`config.mk`:
```
export PLATFORM = sky130hd
export DESIGN_NAME = trng_health_ctrl_flat
export DESIGN_NICKNAME = d
export VERILOG_FILES = /design/src/rtl/trng_health_ctrl_if.sv /design/src/rtl/trng_health_ctrl.sv /design/src/flat_wrapper.sv
export SDC_FILE = /design/constraint.sdc
export NUM_CORES = 1
export LEC_CHECK = 0
export ABC_AREA = 0
export CORE_MARGIN = 10
export CORE_UTILIZATION = 30
export CTS_CLUSTER_SIZE = 20
export DETAILED_ROUTE_END_ITERATION = 16
export GPL_ROUTABILITY_DRIVEN = 1
export HOLD_SLACK_MARGIN = 0.06
export PLACE_DENSITY_LB_ADDON = 0.12
export SLEW_MARGIN = 20
export SYNTH_ARGS = -nofsm -noshare
export SYNTH_HDL_FRONTEND = slang
export SYNTH_SLANG_ARGS = --single-unit
```
`constraint.sdc`:
```
create_clock -name clk -period 3.7 [get_ports clk]
set_clock_uncertainty 0.2 [all_clocks]
set_input_delay 1.11 -clock clk [delete_from_list [all_inputs] [get_ports clk]]
set_output_delay 1.11 -clock clk [all_outputs]
set_load 0.02 [all_outputs]
```
`src/rtl/trng_health_ctrl_if.sv`:
```
`default_nettype none
// ============================================================================
// Module      : trng_health_ctrl_if
// Description : Bus bundle between the entropy front end / firmware and the
//               TRNG health sequencer (raw bit stream, health-test hooks,
//               status outputs).
// Revision    : 1.0 - initial release
// ============================================================================
interface trng_health_ctrl_if;
  logic       enable;
  logic       bit_valid;
  logic       bit_in;
  logic       ht_alarm;
  logic       fault_clear;
  logic       ht_restart;
  logic       bit_out;
  logic       bit_out_valid;
  logic [1:0] state;
  logic       ready;
  logic       fault;
  logic [7:0] alarm_count;

  // Driver side: source, health test and firmware controls
  modport master (
    output enable, bit_valid, bit_in, ht_alarm, fault_clear,
    input  ht_restart, bit_out, bit_out_valid, state, ready, fault, alarm_count
  );

  // Sequencer side
  modport slave (
    input  enable, bit_valid, bit_in, ht_alarm, fault_clear,
    output ht_restart, bit_out, bit_out_valid, state, ready, fault, alarm_count
  );
endinterface
`default_nettype wire

```
`src/rtl/trng_health_ctrl.sv`:
```
`default_nettype none
// ============================================================================
// Module      : trng_health_ctrl
// Description : Sequencer between the raw entropy stream, the repetition-count
//               health test and the TRNG output. Runs a startup test, forwards
//               bits only while healthy, counts alarm events in RUN and
//               latches a fault until firmware clears it.
// Revision    : 1.0 - initial release
// ============================================================================
module trng_health_ctrl #(
  parameter int STARTUP_SAMPLES = 1024,
  parameter int FAIL_LIMIT      = 2,
  parameter int CNT_W           = 11
) (
  input  wire logic         clk,
  input  wire logic         rst_n,
  trng_health_ctrl_if.slave bus
);

  typedef enum logic [1:0] {
    ST_IDLE    = 2'd0,
    ST_STARTUP = 2'd1,
    ST_RUN     = 2'd2,
    ST_FAULT   = 2'd3
  } state_t;

  localparam logic [CNT_W-1:0] c_cnt_last   = CNT_W'(STARTUP_SAMPLES - 1);
  localparam logic [7:0]       c_fail_limit = 8'(FAIL_LIMIT);
  localparam logic [7:0]       c_cnt_max    = 8'hFF;

  state_t           r_state;
  state_t           w_state_nxt;
  logic             r_alarm_q;
  logic             r_ht_restart;
  logic             r_bit_out;
  logic             r_bit_out_valid;
  logic [CNT_W-1:0] r_sample_cnt;
  logic [7:0]       r_alarm_count;

  logic             w_alarm_evt;
  logic [7:0]       w_alarm_inc;
  logic             w_enter_startup;
  logic             w_cnt_inc;
  logic             w_alarm_bump;
  logic             w_fwd;

  // Rising edge of the health-test alarm level
  assign w_alarm_evt = bus.ht_alarm & ~r_alarm_q;
  // Saturating next value of the RUN alarm counter
  assign w_alarm_inc = (r_alarm_count == c_cnt_max) ? c_cnt_max : r_alarm_count + 8'd1;

  // State register
  always_ff @(posedge clk) begin
    if (!rst_n) begin
      r_state <= ST_IDLE;
    end else begin
      r_state <= w_state_nxt;
    end
  end

  // Next-state decode and per-cycle control strobes
  always_comb begin
    w_state_nxt     = r_state;
    w_enter_startup = 1'b0;
    w_cnt_inc       = 1'b0;
    w_alarm_bump    = 1'b0;
    w_fwd           = 1'b0;
    case (r_state)
      ST_IDLE: begin
        if (bus.enable) begin
          w_state_nxt     = ST_STARTUP;
          w_enter_startup = 1'b1;
        end
      end
      ST_STARTUP: begin
        if (!bus.enable) begin
          w_state_nxt = ST_IDLE;
        end else if (w_alarm_evt && !r_ht_restart) begin
          // An edge in the restart cycle is the stale level from before
          // the health test was reset, so it does not count.
          w_state_nxt = ST_FAULT;
        end else if (bus.bit_valid) begin
          if (r_sample_cnt == c_cnt_last) begin
            w_state_nxt = ST_RUN;
          end else begin
            w_cnt_inc = 1'b1;
          end
        end
      end
      ST_RUN: begin
        if (!bus.enable) begin
          w_state_nxt = ST_IDLE;
        end else begin
          if (w_alarm_evt) begin
            w_alarm_bump = 1'b1;
            if (w_alarm_inc == c_fail_limit) begin
              w_state_nxt = ST_FAULT;
            end
          end
          // A bit sampled in the cycle that trips the fault is dropped
          w_fwd = bus.bit_valid && (w_state_nxt == ST_RUN);
        end
      end
      ST_FAULT: begin
        if (bus.fault_clear) begin
          w_state_nxt = ST_IDLE;
        end
      end
      default: w_state_nxt = ST_IDLE;
    endcase
  end

  // Edge detector, restart pulse, output bit register and counters
  always_ff @(posedge clk) begin
    if (!rst_n) begin
      r_alarm_q       <= 1'b0;
      r_ht_restart    <= 1'b0;
      r_bit_out       <= 1'b0;
      r_bit_out_valid <= 1'b0;
      r_sample_cnt    <= '0;
      r_alarm_count   <= 8'd0;
    end else begin
      r_alarm_q       <= bus.ht_alarm;
      r_ht_restart    <= w_enter_startup;
      r_bit_out_valid <= w_fwd;
      if (w_fwd) begin
        r_bit_out <= bus.bit_in;
      end
      if (w_enter_startup) begin
        r_sample_cnt  <= '0;
        r_alarm_count <= 8'd0;
      end else begin
        if (w_cnt_inc) begin
          r_sample_cnt <= r_sample_cnt + CNT_W'(1);
        end
        if (w_alarm_bump) begin
          r_alarm_count <= w_alarm_inc;
        end
      end
    end
  end

  assign bus.state         = r_state;
  assign bus.ready         = (r_state == ST_RUN);
  assign bus.fault         = (r_state == ST_FAULT);
  assign bus.ht_restart    = r_ht_restart;
  assign bus.bit_out       = r_bit_out;
  assign bus.bit_out_valid = r_bit_out_valid;
  assign bus.alarm_count   = r_alarm_count;

endmodule
`default_nettype wire

```
`src/flat_wrapper.sv`:
```
// flat-port wrapper written by rule: the top's interface ports become plain ports
module trng_health_ctrl_flat 
#(
  parameter int STARTUP_SAMPLES = 1024,
  parameter int FAIL_LIMIT      = 2,
  parameter int CNT_W           = 11
)
  (clk, rst_n, bus_enable, bus_bit_valid, bus_bit_in, bus_ht_alarm, bus_fault_clear, bus_ht_restart, bus_bit_out, bus_bit_out_valid, bus_state, bus_ready, bus_fault, bus_alarm_count);
  trng_health_ctrl_if bus_i ();
  input  wire logic clk;
  input  wire logic rst_n;
  input wire logic [$bits(bus_i.enable)-1:0] bus_enable;
  input wire logic [$bits(bus_i.bit_valid)-1:0] bus_bit_valid;
  input wire logic [$bits(bus_i.bit_in)-1:0] bus_bit_in;
  input wire logic [$bits(bus_i.ht_alarm)-1:0] bus_ht_alarm;
  input wire logic [$bits(bus_i.fault_clear)-1:0] bus_fault_clear;
  output wire logic [$bits(bus_i.ht_restart)-1:0] bus_ht_restart;
  output wire logic [$bits(bus_i.bit_out)-1:0] bus_bit_out;
  output wire logic [$bits(bus_i.bit_out_valid)-1:0] bus_bit_out_valid;
  output wire logic [$bits(bus_i.state)-1:0] bus_state;
  output wire logic [$bits(bus_i.ready)-1:0] bus_ready;
  output wire logic [$bits(bus_i.fault)-1:0] bus_fault;
  output wire logic [$bits(bus_i.alarm_count)-1:0] bus_alarm_count;
  assign bus_i.enable = bus_enable;
  assign bus_i.bit_valid = bus_bit_valid;
  assign bus_i.bit_in = bus_bit_in;
  assign bus_i.ht_alarm = bus_ht_alarm;
  assign bus_i.fault_clear = bus_fault_clear;
  assign bus_ht_restart = bus_i.ht_restart;
  assign bus_bit_out = bus_i.bit_out;
  assign bus_bit_out_valid = bus_i.bit_out_valid;
  assign bus_state = bus_i.state;
  assign bus_ready = bus_i.ready;
  assign bus_fault = bus_i.fault;
  assign bus_alarm_count = bus_i.alarm_count;
  trng_health_ctrl #(.STARTUP_SAMPLES(STARTUP_SAMPLES), .FAIL_LIMIT(FAIL_LIMIT), .CNT_W(CNT_W)) u_core (.clk(clk), .rst_n(rst_n), .bus(bus_i));
endmodule
```
==> impl_metrics.py, run 1 <==
metrics = {
    "status": {
        "status": "finished clean",
    },
    "global_routing": {
        "grt.total_usage_pct": 8.32,
        "grt_pass1_vias": 1119,
        "grt_max_degree": 20,
        "grt_pass1_wl_um": 5250,
        "antenna_found_initial": 0,
        "overflow": 0,
    },
    "die": {
        "rows": 24,
        "core_area_mm2": 0.00438,
        "die_x_um": 87.4,
        "dieArea_mm2": 0.00764,
        "initial_core_util_pct": 31.1,
        "dieHeight_um": 87.4,
        "pin_count": 22,
    },
    "timing": {
        "fmax_mhz": 338,
        "setup_tns_ns": 0,
        "holdWs_ns": 0.297,
        "setup_viol": 0,
        "min_period_ns": 2.95,
        "finalCritPeriodShare_pct": 79.8,
        "hold_viol_final": 0,
        "drv_slew": 0,
        "rsz0062_at_grt": "no",
        "tightest_slew_ns": 0.565,
        "max_slew_margin_pct": 62.0,
    },
    "synthesis": {
        "synth_cells": 157,
        "synthXorXnorAreaFrac_pct": 5.78,
        "ys_seq_elements": 25,
        "synth.area.mux_share_pct": 1.47,
        "synth_edf_count": 0,
        "ys_types": 45,
        "synth_compound_area_share_pct": 15.5,
        "synth_top_area_share_pct": 36.7,
        "synth_top_family_by_area": "simple AND/OR/NAND/NOR gates",
        "synthFlopType": "dfxtp_1",
        "yosysTopAreaCell": "dfxtp_1",
        "synth-simple-area-share_pct": 35.9,
        "netlist_area_mm2": 0.00136,
        "async_reset_ff_share_pct": 0,
        "synthAdderAreaFrac_pct": 1.83,
        "yosys_warnings": 0,
        "avgSynthCellArea_um2": 8.69,
        "ys_top_cells_by_area": "dfxtp_1 (37%), xnor2_1 (5.8%), and3_1 (5.5%)",
        "postSynthNetCount": 166,
        "synth_seq_area_share_pct": 36.7,
    },
    "layout": {
        "syn2layout_area_growth_pct": 21.8,
        "n_antenna_cell": 0,
        "drive_above_1_share_pct": 10.2,
        "layout_commonest_cell": "dfxtp_1",
        "nFillCells": 449,
        "layout.nets": 187,
        "final_cell_mix": "dfxtp_1 (25), clkdlybuf4s50_1 (21), nor2_1 (19)",
    },
    "critical_path": {
        "cp_max_fo": 10,
        "reg2reg_slack_ns": 1.73,
        "cp-endpoint": "bus_fault",
        "cp-end-kind": "output port",
        "worst-r2r-cell-count": 6,
        "crit_type": "flip-flop to output port",
        "cp-start-kind": "flip-flop",
        "crit_path_start": "u_core.bus.state[0]",
        "critical_path_required_ns": 2.39,
        "rr_endpoint": "u_core.r_sample_cnt[9]",
        "cp.arrival_ns": 1.64,
        "r2r-start": "u_core.r_sample_cnt[0]",
    },
    "detailed_routing": {
        "drc": 0,
        "vias": 1196,
        "drt_wl_total_um": 3100,
        "vias_per_cell": 5.22,
        "post_drt_wl_per_cell_um": 13.6,
        "final_antenna_net_count": 0,
        "first_pass_iters": 4,
        "drt_iter0_drc": 126,
    },
    "clock_tree": {
        "post-cts-setup-buffers": 0,
        "cts_htree_levels": 1,
        "tritoncts": "built",
        "clk_latency_ns": 0.27,
        "post_cts_resized": 0,
        "clkSlewWorstSetupHoldPaths_ns": 0.09,
        "hold_buffers": 0,
        "cts_sinks": 25,
        "clockRootBuffer": "clkbuf_8",
        "cts_buffer_depth": 2,
        "cts_buffers": 3,
    },
    "min_path": {
        "hold_start": "u_core.r_sample_cnt[9]",
        "hold_path.class": "flip-flop to flip-flop",
    },
    "placement": {
        "gp_congestion": 0.812,
        "numPortBuffers": 21,
        "hpwl_um": 2340,
    },
    "pwr": {
        "peakVddDrop_v": 0.000164,
        "cellLeakagePower_nw": 0.539,
        "p_per_area_mw_per_mm2": 288,
    },
    "run": {
        "maxCapViolations": 0,
    },
}
## through the flow
| stage | total power [mW] | std cells | setup WS, ns | cell area (um^2) | utilization, % |
|---|---|---|---|---|---|
| detailed placement | 0.321 | 225 | 0.688 | 1620 | 36.8 |
| CTS | 0.488 | 229 | 0.725 | 1660 | 37.9 |
| finish | 0.479 | 229 | 0.746 | 1660 | 37.9 |
| global placement | 0.321 | 225 | 0.743 | 1620 | 36.8 |
| global route | 0.504 | 229 | 0.647 | 1660 | 37.9 |
| floorplan | 0.304 | 157 | 1.33 | 1360 | - |
## Yosys cell counts, types with 2 or more instances
master,instances
dfxtp_1,25
nor2_1,19
and3_1,12
nand2_1,10
xnor2_1,9
nand3_1,8
nor3_1,8
a311oi_1,5
a21oi_1,4
and2_1,4
buf_2,3
nand2b_1,3
nand4_1,3
o21ai_0,3
a211oi_1,2
a21boi_0,2
ha_1,2
inv_1,2
mux2i_1,2
nor2b_1,2
nor3b_1,2
o21a_1,2
o21ai_1,2
o221a_2,2
## area by class of cell
type | count | area (um^2) | area share (%)
Clock inverter | 1 | 5.00 | 0.301
Tap cell | 52 | 65.1 | 3.92
Inverter | 2 | 7.51 | 0.452
Sequential cell | 25 | 500 | 30.1
Multi-Input combinational cell | 124 | 825 | 49.6
Clock buffer | 3 | 41.3 | 2.48
Timing Repair Buffer | 22 | 218 | 13.1
## how the worst min path moves through the flow
stage,endpoint,cells past startpoint
CTS,u_core.r_sample_cnt[10],1
global route,u_core.r_sample_cnt[10],1
detailed placement,u_core.r_sample_cnt[10],1
floorplan,u_core.r_sample_cnt[10],1
finish,u_core.r_sample_cnt[10],1
global placement,u_core.r_sample_cnt[10],1
## registers in the layout, summed over array words and instances, names as in the netlist
signal,cells
u_core.bus.alarm_count,8
u_core.bus.bit_out_valid,1
u_core.r_sample_cnt,11
u_core.bus.ht_restart,1
u_core.bus.state,2
u_core.bus.bit_out,1
u_core.r_alarm_q,1
## routing by layer
metal,vias to the layer above,global-route usage [%],routed length [um]
li1,613,-,-
met3,2,2.90,221
met2,23,12.0,1300
met4,0,3.04,23
met5,-,0,0
met1,558,11.1,1550
## where the power goes
group,total [mW],switching [mW],internal (mW)
Clock,0.164,0.0892,0.0753
Combinational,0.0383,0.0203,0.0180
Sequential,0.276,0.00437,0.272
## worst max-delay path, stage by stage, from the launching register on
cell and delay, ns:
dfxtp_1 0.55, and2_1 0.21, clkdlybuf4s50_1 0.62
## kinds of logic after synthesis
| kind of cell | Yosys count |
|---|---|
| adders and majority gates | 2 |
| xor gates and xnor gates | 9 |
| buffers and inverters | 8 |
| AOI/OAI and AO/OA | 28 |
| and+or+nand+nor | 83 |
| DFF | 25 |
| muxes | 2 |
Note: power is estimated with default switching activity, not from simulation.
==> run 2: changes to the inputs <==
==> constraint.sdc (replaced) <==
create_clock -name clk -period 2.5 [get_ports clk]
set_clock_uncertainty 0.2 [all_clocks]
set_input_delay 0.75 -clock clk [delete_from_list [all_inputs] [get_ports clk]]
set_output_delay 0.75 -clock clk [all_outputs]
set_load 0.02 [all_outputs]
==> impl_metrics.py, run 2 (synthesis results as in run 1) <==
metrics = {
    "placement": {
        "numPortBuffers": 21,
        "gp_congestion": 0.797,
        "hpwl_um": 2520,
    },
    "global_routing": {
        "antenna_found_initial": 0,
        "grt.total_usage_pct": 9.51,
        "grt_max_degree": 20,
        "grt_pass1_wl_um": 6060,
        "grt_pass1_vias": 1271,
        "overflow": 0,
    },
    "clock_tree": {
        "hold_buffers": 0,
        "tritoncts": "built",
        "cts_sinks": 25,
        "clkSlewWorstSetupHoldPaths_ns": 0.10,
        "cts_buffer_depth": 2,
        "cts_htree_levels": 1,
        "post-cts-setup-buffers": 0,
        "cts_buffers": 3,
        "clk_latency_ns": 0.27,
        "clockRootBuffer": "clkbuf_8",
    },
    "timing": {
        "finalCritPeriodShare_pct": 96.0,
        "tightest_slew_ns": 0.595,
        "rsz0062_at_grt": "no",
        "min_period_ns": 2.40,
        "holdWs_ns": 0.298,
        "max_slew_margin_pct": 60.1,
        "drv_slew": 0,
        "fmax_mhz": 416,
        "hold_viol_final": 0,
        "setup_viol": 0,
    },
    "critical_path": {
        "timing.critical_path.cells": "clkdlybuf4s50_1",
        "cp.arrival_ns": 1.45,
        "cp_top_family": "buffers and inverters",
        "crit_type": "flip-flop to output port",
        "cp-start-kind": "flip-flop",
        "worst-path-buf-inv": 1,
        "critical_path_required_ns": 1.55,
        "cp_max_fo": 9,
        "cp-end-kind": "output port",
        "slowest_stage": "clkdlybuf4s50_1",
        "r2r-start": "u_core.bus.alarm_count[0]",
        "crit_path_start": "u_core.bus.alarm_count[5]",
        "slowest_delay_ns": 0.67,
    },
    "detailed_routing": {
        "first_pass_iters": 4,
        "met2_length_um": 1460,
        "wl_met3_um": 176,
        "drc": 0,
        "vias": 1237,
        "drt_iter0_drc": 109,
        "wirelength_met1_um": 1690,
        "final_antenna_net_count": 0,
        "drt_wl_total_um": 3360,
        "top_layer_used": "met4",
        "post_drt_wl_per_cell_um": 14.2,
        "vias_per_cell": 5.24,
    },
    "layout": {
        "largest_register": "u_core.r_sample_cnt",
        "final_cell_mix": "dfxtp_1 (24), nor2_1 (19), clkdlybuf4s50_1 (19)",
        "layout_commonest_cell": "dfxtp_1",
        "syn2layout_area_growth_pct": 26.8,
        "drive_above_1_share_pct": 14.1,
        "layout.nets": 194,
        "largest_reg_flops": 11,
        "n_antenna_cell": 0,
    },
    "die": {
        "die_x_um": 87.4,
        "initial_core_util_pct": 31.1,
        "pin_count": 22,
        "rows": 24,
        "dieHeight_um": 87.4,
        "core_area_mm2": 0.00438,
        "dieArea_mm2": 0.00764,
    },
    "pwr": {
        "power_frac_seq_pct": 56.9,
        "pwr-share-comb_pct": 9.1,
        "finalPower_mw": 0.720,
        "p_switching_mw": 0.172,
        "switching_share_pct": 24.0,
        "intPower_mw": 0.547,
        "peakVddDrop_v": 0.000198,
        "p_per_area_mw_per_mm2": 416,
        "clock_power_share_pct": 34.0,
        "cellLeakagePower_nw": 0.605,
    },
    "status": {
        "status": "finished clean",
    },
    "min_path": {
        "hold_start": "u_core.r_sample_cnt[10]",
        "hold_path.class": "flip-flop to flip-flop",
    },
    "run": {
        "maxCapViolations": 0,
    },
}
## run 2: timing repair
action	in CTS	in global routing
resized for setup	2	1
endpoints found under the setup margin	2	1
cloned	0	0
## run 2: layout make-up
| class | instances | area (um^2) |
|---|---|---|
| clock buffers | 3 | 41.3 |
| clock inverters | 1 | 5.00 |
| well taps | 52 | 65.1 |
| multi-input cells | 124 | 825 |
| flip-flops and latches | 25 | 502 |
| fillers | 450 | 2660 |
| inverters | 2 | 7.51 |
| repair buffers | 29 | 284 |
## run 2: per-stage QoR
| stage | TNS, ns | instances | area [um^2] | util (%) | worst slack, ns |
|---|---|---|---|---|---|
| floorplan | 0 | 157 | 1360 | - | 0.488 |
| global placement | -0.247 | 232 | 1680 | 38.3 | -0.0561 |
| detailed placement | -0.846 | 232 | 1680 | 38.3 | -0.109 |
| CTS | 0 | 236 | 1730 | 39.4 | 0.0256 |
| global route | 0 | 236 | 1730 | 39.4 | 0.00568 |
| finish | 0 | 236 | 1730 | 39.4 | 0.0989 |
## run 2: final timing paths
path | to | slack (ns) | cells past startpoint
hold reg to reg | u_core.r_sample_cnt[10] | 0.30 | 2
setup reg to reg | u_core.bus.alarm_count[4] | 0.41 | 6
setup / recovery | bus_alarm_count[5] | 0.1 | 1
hold / removal | u_core.r_sample_cnt[10] | 0.30 | 2
## run 2: per-layer routing
metal,vias to the layer above,GRT usage (%)
met5,-,0
met4,0,2.17
met3,4,3.00
met2,23,15.3
met1,585,12.0
li1,625,-
## run 2: power groups by stage
stage	combinational, mW	sequential (mW)	clock [mW]
global placement	0.0656	0.419	0
CTS	0.0661	0.410	0.251
global route	0.0721	0.411	0.275
detailed placement	0.0663	0.419	0
floorplan	0.0317	0.418	0
finish	0.0654	0.410	0.245
==> run 3: changes to the inputs <==
--- a/config.mk
+++ b/config.mk
@@ -11,8 +11,9 @@
 export CTS_CLUSTER_SIZE = 20
 export DETAILED_ROUTE_END_ITERATION = 16
 export GPL_ROUTABILITY_DRIVEN = 1
-export HOLD_SLACK_MARGIN = 0.06
+export HOLD_SLACK_MARGIN = 0.15
 export PLACE_DENSITY_LB_ADDON = 0.12
+export REMOVE_ABC_BUFFERS = 1
 export SLEW_MARGIN = 20
 export SYNTH_ARGS = -nofsm -noshare
 export SYNTH_HDL_FRONTEND = slang
==> impl_metrics.py, run 3 (synthesis results as in run 1) <==
metrics = {
    "timing": {
        "setup_tns_ns": 0,
        "fmax_mhz": 420,
        "tightest_slew_ns": 0.597,
        "max_slew_margin_pct": 59.9,
        "min_period_ns": 2.38,
        "holdWs_ns": 0.309,
        "hold_viol_final": 0,
        "rsz0062_at_grt": "no",
        "drv_slew": 0,
        "finalCritPeriodShare_pct": 95.2,
        "setup_viol": 0,
    },
    "critical_path": {
        "cp-end-kind": "output port",
        "timing.critical_path.cells": "clkdlybuf4s50_1",
        "cp_top_family": "buffers and inverters",
        "worst-path-buf-inv": 1,
        "worst-r2r-cell-count": 6,
        "critical_path_required_ns": 1.55,
        "cp-start-kind": "flip-flop",
        "crit_type": "flip-flop to output port",
        "slowest_delay_ns": 0.67,
        "r2r-start": "u_core.r_sample_cnt[0]",
        "rr_endpoint": "u_core.r_sample_cnt[9]",
        "slowest_stage": "clkdlybuf4s50_1",
        "cp_max_fo": 10,
        "cp.arrival_ns": 1.43,
        "reg2reg_slack_ns": 0.49,
    },
    "pwr": {
        "pwr-share-comb_pct": 8.6,
        "p_per_area_mw_per_mm2": 414,
        "cellLeakagePower_nw": 0.597,
        "switching_share_pct": 23.1,
        "finalPower_mw": 0.711,
        "power_frac_seq_pct": 57.6,
        "intPower_mw": 0.547,
        "peakVddDrop_v": 0.000162,
        "clock_power_share_pct": 33.8,
        "p_switching_mw": 0.164,
    },
    "detailed_routing": {
        "drt_iter0_drc": 62,
        "vias": 1239,
        "first_pass_iters": 4,
        "final_antenna_net_count": 0,
        "post_drt_wl_per_cell_um": 13.6,
        "vias_per_cell": 5.25,
        "drt_wl_total_um": 3220,
        "drc": 0,
    },
    "die": {
        "pin_count": 22,
        "rows": 24,
        "core_area_mm2": 0.00438,
        "dieArea_mm2": 0.00764,
        "die_x_um": 87.4,
        "initial_core_util_pct": 31.1,
        "dieHeight_um": 87.4,
    },
    "layout": {
        "drive_above_1_share_pct": 13.6,
        "regArea_um2": 502,
        "syn2layout_area_growth_pct": 25.8,
        "nFillCells": 457,
        "layout_commonest_cell": "dfxtp_1",
        "stdcell_area_mm2": 0.00172,
        "largest_register": "u_core.r_sample_cnt",
        "layout.nets": 194,
        "multiInputGateArea_um2": 825,
        "final_cell_mix": "dfxtp_1 (24), nor2_1 (19), clkdlybuf4s50_1 (19)",
        "n_antenna_cell": 0,
        "largest_reg_flops": 11,
    },
    "global_routing": {
        "overflow": 0,
        "antenna_found_initial": 0,
        "grt.total_usage_pct": 8.97,
        "grt_pass1_vias": 1225,
        "grt_max_degree": 15,
        "grt_pass1_wl_um": 5640,
    },
    "clock_tree": {
        "cts_htree_levels": 1,
        "cts_buffer_depth": 2,
        "hold_buffers": 0,
        "clockRootBuffer": "clkbuf_8",
        "tritoncts": "built",
        "post_cts_resized": 2,
        "clk_latency_ns": 0.26,
        "post-cts-setup-buffers": 0,
        "cts_sinks": 25,
        "clkSlewWorstSetupHoldPaths_ns": 0.09,
        "cts_buffers": 3,
    },
    "placement": {
        "hpwl_um": 2500,
        "dpl_cell_area_mm2": 0.00167,
        "gp_congestion": 0.786,
        "numPortBuffers": 21,
    },
    "min_path": {
        "holdPathStages": 2,
        "hold_start": "u_core.r_sample_cnt[1]",
        "hold_path.class": "flip-flop to flip-flop",
        "hold_end": "u_core.r_sample_cnt[1]",
    },
    "run": {
        "maxCapViolations": 0,
    },
    "status": {
        "status": "finished clean",
    },
}
## run 3: cell count changes in the layout (fill, tap and decap cells not counted)
cell	change
clkinv_2	-1
buf_4	+1
clkbuf_1	+1
buf_12	-1
## run 3: worst register-to-register path, stage by stage, from the launching register on
cell and delay [ns]:
dfxtp_1 0.39, ha_1 0.20, nand3_2 0.13, nor4_4 0.59, nor4b_2 0.13, a21o_1 0.22, a21oi_2 0.10
## run 3: layout make-up
| cell class | count | area share, % |
|---|---|---|
| multi-input cells | 124 | 48.1 |
| inverters | 2 | 0.438 |
| repair buffers | 29 | 15.8 |
| clock buffers | 4 | 2.63 |
| flip-flops and latches | 25 | 29.2 |
| well taps | 52 | 3.79 |
## run 3: worst max path at each step
stage                                   start                      end  slack [ns]  depth (start not counted)
finish              u_core.bus.alarm_count[4]       bus_alarm_count[4]        0.12                          1
global route        u_core.bus.alarm_count[5]       bus_alarm_count[5]        0.05                          1
CTS                       u_core.bus.state[0]                bus_fault        0.02                          2
detailed placement               bus_ht_alarm  u_core.r_sample_cnt[10]        -0.1                          5
global placement                 bus_ht_alarm   u_core.r_sample_cnt[9]       -0.06                          6
floorplan                        bus_ht_alarm   u_core.r_sample_cnt[9]        0.48                          5
## run 3: per-layer routing
metal	vias up	wire length, um	GRT usage (%)
li1	623	-	-
met1	584	1560	11.2
met2	30	1420	13.9
met3	2	214	3.09
met4	0	23	3.04
met5	-	0	0
## run 3: per-stage QoR
stage	setup WS (ns)	utilization [%]	cells
after floorplan	0.482	-	151
after global placement	-0.0583	38.0	232
after detailed placement	-0.0976	38.0	232
after CTS	0.0236	39.1	236
after global routing	0.0489	39.1	236
final	0.121	39.1	236
## run 3: power groups by stage
stage          Clock [mW]  Sequential, mW  Combinational [mW]
6_report            0.240           0.409              0.0614
5_1_grt             0.264           0.410              0.0683
3_5_place_dp            0           0.418              0.0625
4_1_cts             0.248           0.409              0.0624
3_3_place_gp            0           0.418              0.0619
2_1_floorplan           0           0.421              0.0245
